File: src/rtl/uart_reg_master.sv
// uart_reg_master: serial register-bank initiator sending 8N1 command/data frames and capturing one-byte read replies.
module uart_reg_master #(
  parameter int CLKS_PER_BIT = 142,
  parameter int TIMEOUT_CLKS = 4096
) (
  input  logic       clk_in,
  input  logic       rst_in,
  input  logic       req_valid,
  output logic       req_ready,
  input  logic       req_write,
  input  logic [2:0] req_addr,
  input  logic [7:0] req_wdata,
  output logic       rsp_valid,
  output logic [7:0] rsp_rdata,
  output logic       rsp_err,
  output logic       busy_out,
  output logic       tx_out,
  input  logic       rx_in
);
  localparam int CW = $clog2(CLKS_PER_BIT);
  localparam int TW = $clog2(TIMEOUT_CLKS + 1);
  typedef enum logic [2:0] {IDLE, TX_CMD, TX_DATA, RX_WAIT, RX_DATA, RESP} state_t;
  state_t        state_q;
  logic [CW-1:0] cnt_q;
  logic [TW-1:0] tmo_q;
  logic [3:0]    bit_q;
  logic [2:0]    addr_q;
  logic [7:0]    wdata_q, rx_byte_q, rsp_rdata_q;
  logic          write_q, tx_q, rx_s1_q, rx_s2_q, qual_q, rsp_valid_q, rsp_err_q;
  logic [9:0]    frame_d;
  logic          bit_end_d, half_d;
  always_comb begin
    frame_d   = {1'b1, state_q == TX_CMD ? {~write_q, 4'b0000, addr_q} : wdata_q, 1'b0};
    bit_end_d = cnt_q == CW'(CLKS_PER_BIT - 1);
    half_d    = cnt_q == CW'(CLKS_PER_BIT / 2 - 1);
  end
  always_ff @(posedge clk_in) begin
    rx_s1_q <= rx_in;
    rx_s2_q <= rx_s1_q;
    if (rst_in) begin
      state_q     <= IDLE;
      cnt_q       <= '0;
      tmo_q       <= '0;
      bit_q       <= '0;
      addr_q      <= '0;
      wdata_q     <= '0;
      rx_byte_q   <= '0;
      write_q     <= 1'b0;
      qual_q      <= 1'b0;
      tx_q        <= 1'b1;
      rx_s1_q     <= 1'b1;
      rx_s2_q     <= 1'b1;
      rsp_valid_q <= 1'b0;
      rsp_rdata_q <= '0;
      rsp_err_q   <= 1'b0;
    end else begin
      rsp_valid_q <= 1'b0;
      case (state_q)
        IDLE: if (req_valid) begin
          state_q <= TX_CMD;
          write_q <= req_write;
          addr_q  <= req_addr;
          wdata_q <= req_wdata;
          tx_q    <= 1'b0;
          cnt_q   <= '0;
          bit_q   <= '0;
        end
        TX_CMD, TX_DATA: if (!bit_end_d) cnt_q <= cnt_q + 1'b1;
        else begin
          cnt_q <= '0;
          if (bit_q != 4'd9) begin
            bit_q <= bit_q + 1'b1;
            tx_q  <= frame_d[bit_q + 4'd1];
          end else if (state_q == TX_CMD && write_q) begin
            state_q <= TX_DATA;
            bit_q   <= '0;
            tx_q    <= 1'b0;
          end else if (state_q == TX_CMD) begin
            state_q <= RX_WAIT;
            tmo_q   <= '0;
            qual_q  <= 1'b0;
          end else begin
            state_q     <= RESP;
            rsp_valid_q <= 1'b1;
            rsp_rdata_q <= '0;
            rsp_err_q   <= 1'b0;
          end
        end
        RX_WAIT: begin
          tmo_q <= tmo_q + 1'b1;
          // a start qualified on the final timeout cycle still wins
          if (qual_q && half_d && !rx_s2_q) begin
            state_q <= RX_DATA;
            cnt_q   <= '0;
            bit_q   <= '0;
          end else if (tmo_q == TW'(TIMEOUT_CLKS - 1)) begin
            state_q     <= RESP;
            rsp_valid_q <= 1'b1;
            rsp_rdata_q <= '0;
            rsp_err_q   <= 1'b1;
          end else if (qual_q) begin
            cnt_q  <= cnt_q + 1'b1;
            qual_q <= !half_d;
          end else if (!rx_s2_q) begin
            qual_q <= 1'b1;
            cnt_q  <= '0;
          end
        end
        RX_DATA: if (!bit_end_d) cnt_q <= cnt_q + 1'b1;
        else begin
          cnt_q <= '0;
          if (bit_q != 4'd8) begin
            rx_byte_q <= {rx_s2_q, rx_byte_q[7:1]};
            bit_q     <= bit_q + 1'b1;
          end else begin
            state_q     <= RESP;
            rsp_valid_q <= 1'b1;
            rsp_rdata_q <= rx_s2_q ? rx_byte_q : 8'h00;
            rsp_err_q   <= !rx_s2_q;
          end
        end
        default: state_q <= IDLE;
      endcase
    end
  end
  assign req_ready = state_q == IDLE;
  assign busy_out  = state_q != IDLE;
  assign tx_out    = tx_q;
  assign rsp_valid = rsp_valid_q;
  assign rsp_rdata = rsp_rdata_q;
  assign rsp_err   = rsp_err_q;
endmodule

File: config.mk
export PLATFORM = sky130hd
export DESIGN_NAME = uart_reg_master
export DESIGN_NICKNAME = d
export VERILOG_FILES = /design/src/rtl/uart_reg_master.sv
export SDC_FILE = /design/constraint.sdc
export NUM_CORES = 1
export LEC_CHECK = 0
export CAP_MARGIN = 20
export CORE_UTILIZATION = 54
export DETAILED_ROUTE_END_ITERATION = 8
export GPL_TIMING_DRIVEN = 0
export PLACE_DENSITY = 0.76
export SYNTH_ARGS = -nofsm -noshare
export SYNTH_HDL_FRONTEND = slang
export SYNTH_SLANG_ARGS = --single-unit
export TNS_END_PERCENT = 20
File: constraint.sdc
create_clock -name clk_in -period 3 [get_ports clk_in]
set_clock_uncertainty 0.1 [all_clocks]
set_input_delay 0.6 -clock clk_in [delete_from_list [all_inputs] [get_ports clk_in]]
set_output_delay 0.6 -clock clk_in [all_outputs]
set_load 0.01 [all_outputs]
==> impl_metrics.ini, run 1 <==
[sta]
slew_headroom = 0.5489
hold_violations = 0
layout_setup_ws_ns = 0.2355
drv_slew = 0
fin_setup_tns_ns = 0
whs_ns = 0.3178
achievable-frequency_mhz = 361.7
min_period_ns = 2.765
tightest_slew_ns = 0.6679
grt_setup_unrepaired = false
finalCritPeriodShare = 0.9215
finalSetupViolCount = 0

[setup_path]
cpPeakStageDelay_ns = 0.51
cpMaxStageDelayCell = clkdlybuf4s50_1
cp-start-kind = register
worstPathArrival_ns = 2.06
critical_path_class = reg2out
rrSetupSlack_ns = 0.52
cp_max_fo = 10
worst_ep_required_time_ns = 2.30
path_cells = clkbuf_1 > nor3_2 > inv_1 > clkdlybuf4s50_1
setup.worst_path.end_class = output pin

[route]
drt_wl_total_um = 7085
first_pass_iters = 4
ant_nets = 0
wl_per_cell_um = 14.37
via_per_inst = 5.838
vias = 2878
drt_iter0_drc = 226
drc_errors = 0

[placed_design]
dp_hpwl_um = 4988
gp_congestion = 0.8536
port_buffers = 28
placed_area_mm2 = 0.003596
pre_cts_ws_ns = 0.4035

[layout]
drive_gt1_frac = 0.09976
final_area_mm2 = 0.003776
syn2layout_area_growth_pct = 17.07
nets = 439
antennaDiodeCount = 0
fill_cells = 473

[global_routing]
gr-total-overflow = 0
antenna_found_initial = 0
grt_pass1_vias = 2717
grt_usage = 0.2507
grt_max_degree = 12
grt_pass1_wl_um = 12210

[yosys]
synth_top_flop_cell = dfxtp_1
synth_fp_nets = 400
ys_seq_elements = 62
netlist_instances = 377
synthDistinctLibCells = 62
yosysSeqAreaShare = 0.3848
synthArstFlopShare = 0
synth-edff-count = 0
yosys_warnings = 0
post_synth.cell_area_avg_um2 = 8.556
syn-cell-area_mm2 = 0.003226

[power_and_ir_drop]
leakage_uw = 0.001348
pwr-share-clk = 0.236
combPwrFrac = 0.408
seq_power_share = 0.357
power.density_mw_per_mm2 = 723.2
total_power_uw = 2731
netSwitchingFraction = 0.3932
p_switching_uw = 1074
ir_worst_vdd_mv = 0.6263
internal_power_uw = 1657

[clocking]
cts_sinks = 62
cts-root-buf = clkbuf_8
ctsHoldBuffers = 0
cts_made_buffers = 9
cts_max_level = 3
cts_buffer_depth = 2
post-cts-setup-buffers = 0
post_cts_resized = 0
path_clk_slew_ns = 0.07
cts_tree = built
worstSkewPairLatency_ns = 0.34

[die]
initial_core_util = 0.5717
rows = 27
die_h_um = 79.29
dieArea_mm2 = 0.006286
core_mm2 = 0.005642
pin_count = 29
fp.dieW_um = 79.29

[status]
status = finished, final reports clean

[flow_run]
maxCapViolations = 0

[worst_hold_path]
holdCritPathClass = reg2reg
## placed cells by master, fill, tap and decap left out, drive strengths merged, types with 3 or more instances in the layout
cell / netlist / final
a21oi: 22 / 22
a22o: 9 / 9
a31o: 4 / 4
and3: 5 / 5
and3b: 3 / 3
and4b: 3 / 3
buf: 8 / 8
clkbuf: 17 / 27
clkdlybuf4s50: 0 / 28
clkinv: 0 / 3
clkinvlp: 0 / 3
dfxtp: 62 / 62
ha: 7 / 7
inv: 11 / 11
mux2i: 10 / 10
nand2: 46 / 46
nand3: 15 / 15
nor2: 35 / 35
nor3: 6 / 6
nor3b: 4 / 4
nor4: 11 / 11
nor4b: 5 / 5
o211ai: 4 / 4
o21ai: 13 / 13
o22ai: 8 / 8
o311ai: 5 / 5
o31ai: 4 / 4
xnor2: 18 / 18
xor2: 4 / 4
## path summary, 6_finish.rpt
path,startpoint,depth (start not counted),to
setup / recovery,state_q[2],4,busy_out
setup reg to reg,cnt_q[0],7,cnt_q[6]
hold reg to reg,rx_s1_q,1,rx_s2_q
hold / removal,rx_s1_q,1,rx_s2_q
## cells by family after synthesis
family	count (synthesis)	synth area share
xor+xnor	22	0.05973
compound gates	90	0.1978
simple gates	149	0.2440
mux	11	0.03452
fa+ha+maj	7	0.02715
buf+inv	36	0.05198
flops	62	0.3848
## through the flow
stage          std cells    util
2_1_floorplan        377       -
3_3_place_gp         477  0.6374
3_5_place_dp         477  0.6374
4_1_cts              493  0.6684
5_1_grt              493  0.6693
6_report             493  0.6693
## per-layer routing
metal	share of wire	GRT usage	vias up
li1	-	-	1454
met1	0.47	0.3063	1332
met2	0.46	0.4086	75
met3	0.047	0.06092	17
met4	0.019	0.1255	0
met5	0	0	-
## flip-flops by register name (all words and copies together), names as in the netlist
signal / flops
addr_q: 3
bit_q: 4
cnt_q: 8
qual_q: 1
rsp_err: 1
rsp_rdata: 8
rsp_valid: 1
rx_byte_q: 8
rx_s1_q: 1
rx_s2_q: 1
state_q: 3
tmo_q: 13
tx_out: 1
wdata_q: 8
write_q: 1
## layout make-up
class	count	area [µm²]	area share
well taps	72	90.09	0.02386
flip-flops and latches	62	1241	0.3287
inverters	11	41.29	0.01093
multi-input cells	279	1822	0.4824
plain buffers	25	126.4	0.03347
repair buffers	28	280.3	0.07422
clock inverters	6	37.54	0.009940
clock buffers	10	137.6	0.03645
## power by group through the flow
stage	Combinational, µW	Sequential (µW)	Clock [µW]
2_1_floorplan	788	981	0
3_3_place_gp	1070	986	0
3_5_place_dp	1090	989	0
4_1_cts	1100	972	666
5_1_grt	1240	985	707
6_report	1110	974	643
## worst max-delay path: cells and delay by family (launching register included)
kind	cells	cell delay, ns
simple gates	1	0.49
flops	1	0.36
buf+inv	3	0.88
## Yosys cell counts, drive strengths merged, types with 9 or more instances
master | count | area (µm²)
dfxtp | 62 | 1241
nand2 | 46 | 172.7
nor2 | 35 | 131.4
a21oi | 22 | 117.6
xnor2 | 18 | 157.7
clkbuf | 17 | 65.06
nand3 | 15 | 75.07
o21ai | 13 | 65.06
inv | 11 | 41.29
nor4 | 11 | 68.82
mux2i | 10 | 100.1
a22o | 9 | 78.83
No activity file was read; power rests on OpenSTA's default activity.
==> run 2, diff against run 1 <==
--- a/config.mk
+++ b/config.mk
@@ -10,6 +10,7 @@
 export DETAILED_ROUTE_END_ITERATION = 8
 export GPL_TIMING_DRIVEN = 0
 export PLACE_DENSITY = 0.76
+export SETUP_SLACK_MARGIN = 0.3
 export SYNTH_ARGS = -nofsm -noshare
 export SYNTH_HDL_FRONTEND = slang
 export SYNTH_SLANG_ARGS = --single-unit
==> impl_metrics.ini, run 2 (synthesis results as in run 1) <==
[status]
status = finished, final reports clean

[placed_design]
dpl.cell_count = 477
port_buffers = 28
gp_congestion = 0.8536
dp_hpwl_um = 4988
placed_area_mm2 = 0.003596

[setup_path]
worst_ep_required_time_ns = 2.30
critPathBufInv = 3
worstPathArrival_ns = 1.91
setup.worst_path.end_class = output pin
cp-start-kind = register
critical_path_class = reg2out
path_cells = clkbuf_2 > nor3_4 > inv_1 > clkdlybuf4s50_1
cp_max_fo = 10
cpPeakStageDelay_ns = 0.50
cpMaxStageDelayCell = clkdlybuf4s50_1
path_delay_family = buffers and inverters

[clocking]
cts_sinks = 62
cts_buffer_depth = 2
cts_max_level = 3
cts_tree = built
worstSkewPairLatency_ns = 0.34
cts_made_buffers = 9
cts-root-buf = clkbuf_8
path_clk_slew_ns = 0.07

[layout]
multi_input_area_mm2 = 0.001828
largest_reg_flops = 13
final_area_mm2 = 0.003784
layout_common_cells = dfxtp_1, nand2_1, nor2_1, clkdlybuf4s50_1, a21oi_1
fill_cells = 470
syn2layout_area_growth_pct = 17.30
largest-register = tmo_q
antennaDiodeCount = 0
instances_no_fill = 493
regArea_mm2 = 0.001241
drive_gt1_frac = 0.1021
mostFrequentLayoutCell = dfxtp_1
nets = 439

[route]
wl_per_cell_um = 14.47
ant_nets = 0
drt_wl_total_um = 7132
drc_errors = 0
via_per_inst = 5.899
first_pass_iters = 4
vias = 2908
drt_iter0_drc = 221

[global_routing]
grt_max_degree = 12
gr-total-overflow = 0
antenna_found_initial = 0
grt_pass1_wl_um = 12330
grt_usage = 0.2537
grt_pass1_vias = 2724

[power_and_ir_drop]
power.density_mw_per_mm2 = 727.0
ir_worst_vdd_mv = 0.6288
leakage_uw = 0.001353

[die]
initial_core_util = 0.5717
pin_count = 29
dieArea_mm2 = 0.006286
rows = 27
fp.dieW_um = 79.29
core_mm2 = 0.005642
die_h_um = 79.29

[sta]
fin_setup_tns_ns = 0
finalCritPeriodShare = 0.8712
hold_violations = 0
min_period_ns = 2.614
slew_headroom = 0.5460
achievable-frequency_mhz = 382.6
drv_slew = 0
grt_setup_unrepaired = true
finalSetupViolCount = 0
tightest_slew_ns = 0.6722

[flow_run]
maxCapViolations = 0

[worst_hold_path]
holdCritPathClass = reg2reg
==> run 2: changes by cell type in the layout (fill, tap and decap cells not counted) <==
cell / delta
clkbuf_2: +1
nor3_2: -1
nor3_4: +1
clkbuf_1: -1
==> run 2: stage by stage <==
stage / setup WS (ns) / hold WS [ns] / total power, µW / util
2_1_floorplan: 0.7892 / 0.2895 / 1769 / -
3_3_place_gp: 0.4042 / 0.2928 / 2060 / 0.6374
3_5_place_dp: 0.4035 / 0.3027 / 2080 / 0.6374
4_1_cts: 0.3381 / 0.3188 / 2753 / 0.6704
5_1_grt: 0.2810 / 0.3441 / 2957 / 0.6707
6_report: 0.3863 / 0.3178 / 2751 / 0.6707
==> run 2: timing repair <==
item / in CTS / in global routing
hold buffers: 0 / 0
pin swaps: 0 / 0
gates resized for setup: 2 / 2
setup endpoints to repair: 2 / 8
buffers inserted: 0 / 0
==> run 2: worst reg2reg max path, delay by kind of cell, from the launching register on <==
kind                       cells  cell delay (ns)
AOI/OAI and AO/OA              3             0.75
and+or+nand+nor                2             0.73
DFF                            1             0.33
adders and majority gates      1             0.17
buffers and inverters          2             0.35
==> run 2: per-layer routing <==
| layer | routed length (µm) | part of all wire | GRT usage |
|---|---|---|---|
| met5 | 0 | 0 | 0 |
| met4 | 175 | 0.025 | 0.1327 |
| met3 | 405 | 0.057 | 0.06322 |
| met2 | 3274 | 0.46 | 0.4078 |
| met1 | 3276 | 0.46 | 0.3115 |
==> run 2: worst paths after layout <==
kind	start	endpoint	slack, ns	cells after the start
worst max register to register	bit_q[0]	rsp_rdata[2]	0.50	8
worst min-delay path	rx_s1_q	rx_s2_q	0.32	1
worst min register to register	rx_s1_q	rx_s2_q	0.32	1
worst max-delay path	state_q[2]	busy_out	0.39	4
==> run 2: cell type report <==
class,instances,area share
Sequential cell,62,0.3280
Clock inverter,6,0.009921
Buffer,25,0.03373
Inverter,11,0.01091
Clock buffer,10,0.03638
Tap cell,72,0.02381
Timing Repair Buffer,28,0.07407
Multi-Input combinational cell,279,0.4831
==> run 2: power by group <==
part	internal, µW	switching, µW	leakage [µW]
combinational	440	688	0.000767
sequential	907	67.7	0.000503
clock	317	331	0.0000841
total	1660	1090	0.00135
==> run 3, diff against run 2 <==
--- a/config.mk
+++ b/config.mk
@@ -5,11 +5,12 @@
 export SDC_FILE = /design/constraint.sdc
 export NUM_CORES = 1
 export LEC_CHECK = 0
-export CAP_MARGIN = 20
+export CAP_MARGIN = 10
 export CORE_UTILIZATION = 54
 export DETAILED_ROUTE_END_ITERATION = 8
 export GPL_TIMING_DRIVEN = 0
 export PLACE_DENSITY = 0.76
+export RECOVER_POWER = 50
 export SETUP_SLACK_MARGIN = 0.3
 export SYNTH_ARGS = -nofsm -noshare
 export SYNTH_HDL_FRONTEND = slang
==> impl_metrics.ini, run 3 (synthesis results as in run 1) <==
[route]
wl_per_cell_um = 14.48
wl_met2_um = 3234
drt_iter0_drc = 230
drc_errors = 0
top_layer_used = met4
wl_met3_um = 380
via_per_inst = 5.874
ant_nets = 0
wl_met1_um = 3347
first_pass_iters = 4
vias = 2896
drt_wl_total_um = 7138

[layout]
antennaDiodeCount = 0
instances_no_fill = 493
final_area_mm2 = 0.003770
regArea_mm2 = 0.001241
largest-register = tmo_q
multi_input_area_mm2 = 0.001815
nets = 439
fill_cells = 474
syn2layout_area_growth_pct = 16.87
drive_gt1_frac = 0.09501
mostFrequentLayoutCell = dfxtp_1
layout_common_cells = dfxtp_1, nand2_1, nor2_1, a21oi_1, xnor2_1
largest_reg_flops = 13

[sta]
tightest_slew_ns = 0.7743
finalSetupViolCount = 0
whs_ns = 0.3177
layout_setup_ws_ns = 0.2938
min_period_ns = 2.706
finalCritPeriodShare = 0.9021
achievable-frequency_mhz = 369.5
grt_setup_unrepaired = true
hold_violations = 0
fin_setup_tns_ns = 0
drv_slew = 0
slew_headroom = 0.4810

[clocking]
ctsHoldBuffers = 0
cts_buffer_depth = 2
cts_tree = built
cts_made_buffers = 9
cts-root-buf = clkbuf_8
path_clk_slew_ns = 0.07
cts_sinks = 62
worstSkewPairLatency_ns = 0.34
cts_max_level = 3

[die]
dieArea_mm2 = 0.006286
fp.dieW_um = 79.29
rows = 27
pin_count = 29
die_h_um = 79.29
initial_core_util = 0.5717
core_mm2 = 0.005642

[power_and_ir_drop]
p_switching_uw = 1089
netSwitchingFraction = 0.3967
leakage_uw = 0.001371
pwr-share-clk = 0.237
ir_worst_vdd_mv = 0.6286
seq_power_share = 0.355
internal_power_uw = 1657
power.density_mw_per_mm2 = 728.4
combPwrFrac = 0.408

[global_routing]
grt_pass1_vias = 2724
grt_max_degree = 12
antenna_found_initial = 0
grt_pass1_wl_um = 12330
gr-total-overflow = 0
grt_usage = 0.2537

[setup_path]
critical_path_class = reg2out
rrSetupSlack_ns = 0.51
worst_ep_required_time_ns = 2.30
worstPathArrival_ns = 2.01
cp-start-kind = register
setup.worst_path.end_class = output pin
cp_max_fo = 10

[placed_design]
pre_cts_ws_ns = 0.4035
dpl.cell_count = 477
port_buffers = 28
gp_congestion = 0.8536
dp_hpwl_um = 4988
placed_area_mm2 = 0.003596

[flow_run]
maxCapViolations = 0

[status]
status = finished, final reports clean

[worst_hold_path]
holdCritPathClass = reg2reg
==> run 3: metal layers <==
metal	global-route usage	up-vias
li1	-	1457
met3	0.06322	21
met5	0	-
met2	0.4078	88
met4	0.1327	0
met1	0.3115	1330
==> run 3: stage by stage <==
step	util	total power [µW]
floorplan	-	1769
global placement	0.6374	2060
detailed placement	0.6374	2080
CTS	0.6704	2753
global route	0.6682	2947
finish	0.6682	2746
==> run 3: power groups by stage <==
| stage | clock network (µW) | registers [µW] | logic [µW] |
|---|---|---|---|
| 2_1_floorplan | 0 | 981 | 788 |
| 3_3_place_gp | 0 | 986 | 1070 |
| 3_5_place_dp | 0 | 989 | 1090 |
| 4_1_cts | 666 | 972 | 1110 |
| 5_1_grt | 709 | 985 | 1250 |
| 6_report | 652 | 974 | 1120 |
==> run 3: layout make-up <==
cell class | instances | share of cell area
Clock inverter | 6 | 0.009957
Timing Repair Buffer | 28 | 0.07434
Tap cell | 72 | 0.02390
Multi-Input combinational cell | 279 | 0.4816
Buffer | 25 | 0.03352
Sequential cell | 62 | 0.3292
Clock buffer | 10 | 0.03651
Inverter | 11 | 0.01095
==> run 3: worst max-delay path: stages (launching register included) <==
cell and delay, ns:
dfxtp_1 0.44, clkbuf_1 0.43, nor3_4 0.14, inv_1 0.11
clkdlybuf4s50_1 0.55
==> run 3: what timing repair did <==
action | in CTS | in global routing
setup endpoints to repair | 2 | 8
pin swaps | 0 | 0
buffers inserted | 0 | 0
resized for setup | 2 | 2
==> run 3: final timing paths <==
path,startpoint,endpoint,depth (start not counted)
worst min-delay path,rx_s1_q,rx_s2_q,1
worst max-delay path,state_q[2],busy_out,4
worst min register to register,rx_s1_q,rx_s2_q,1
worst max register to register,bit_q[0],rsp_rdata[2],8
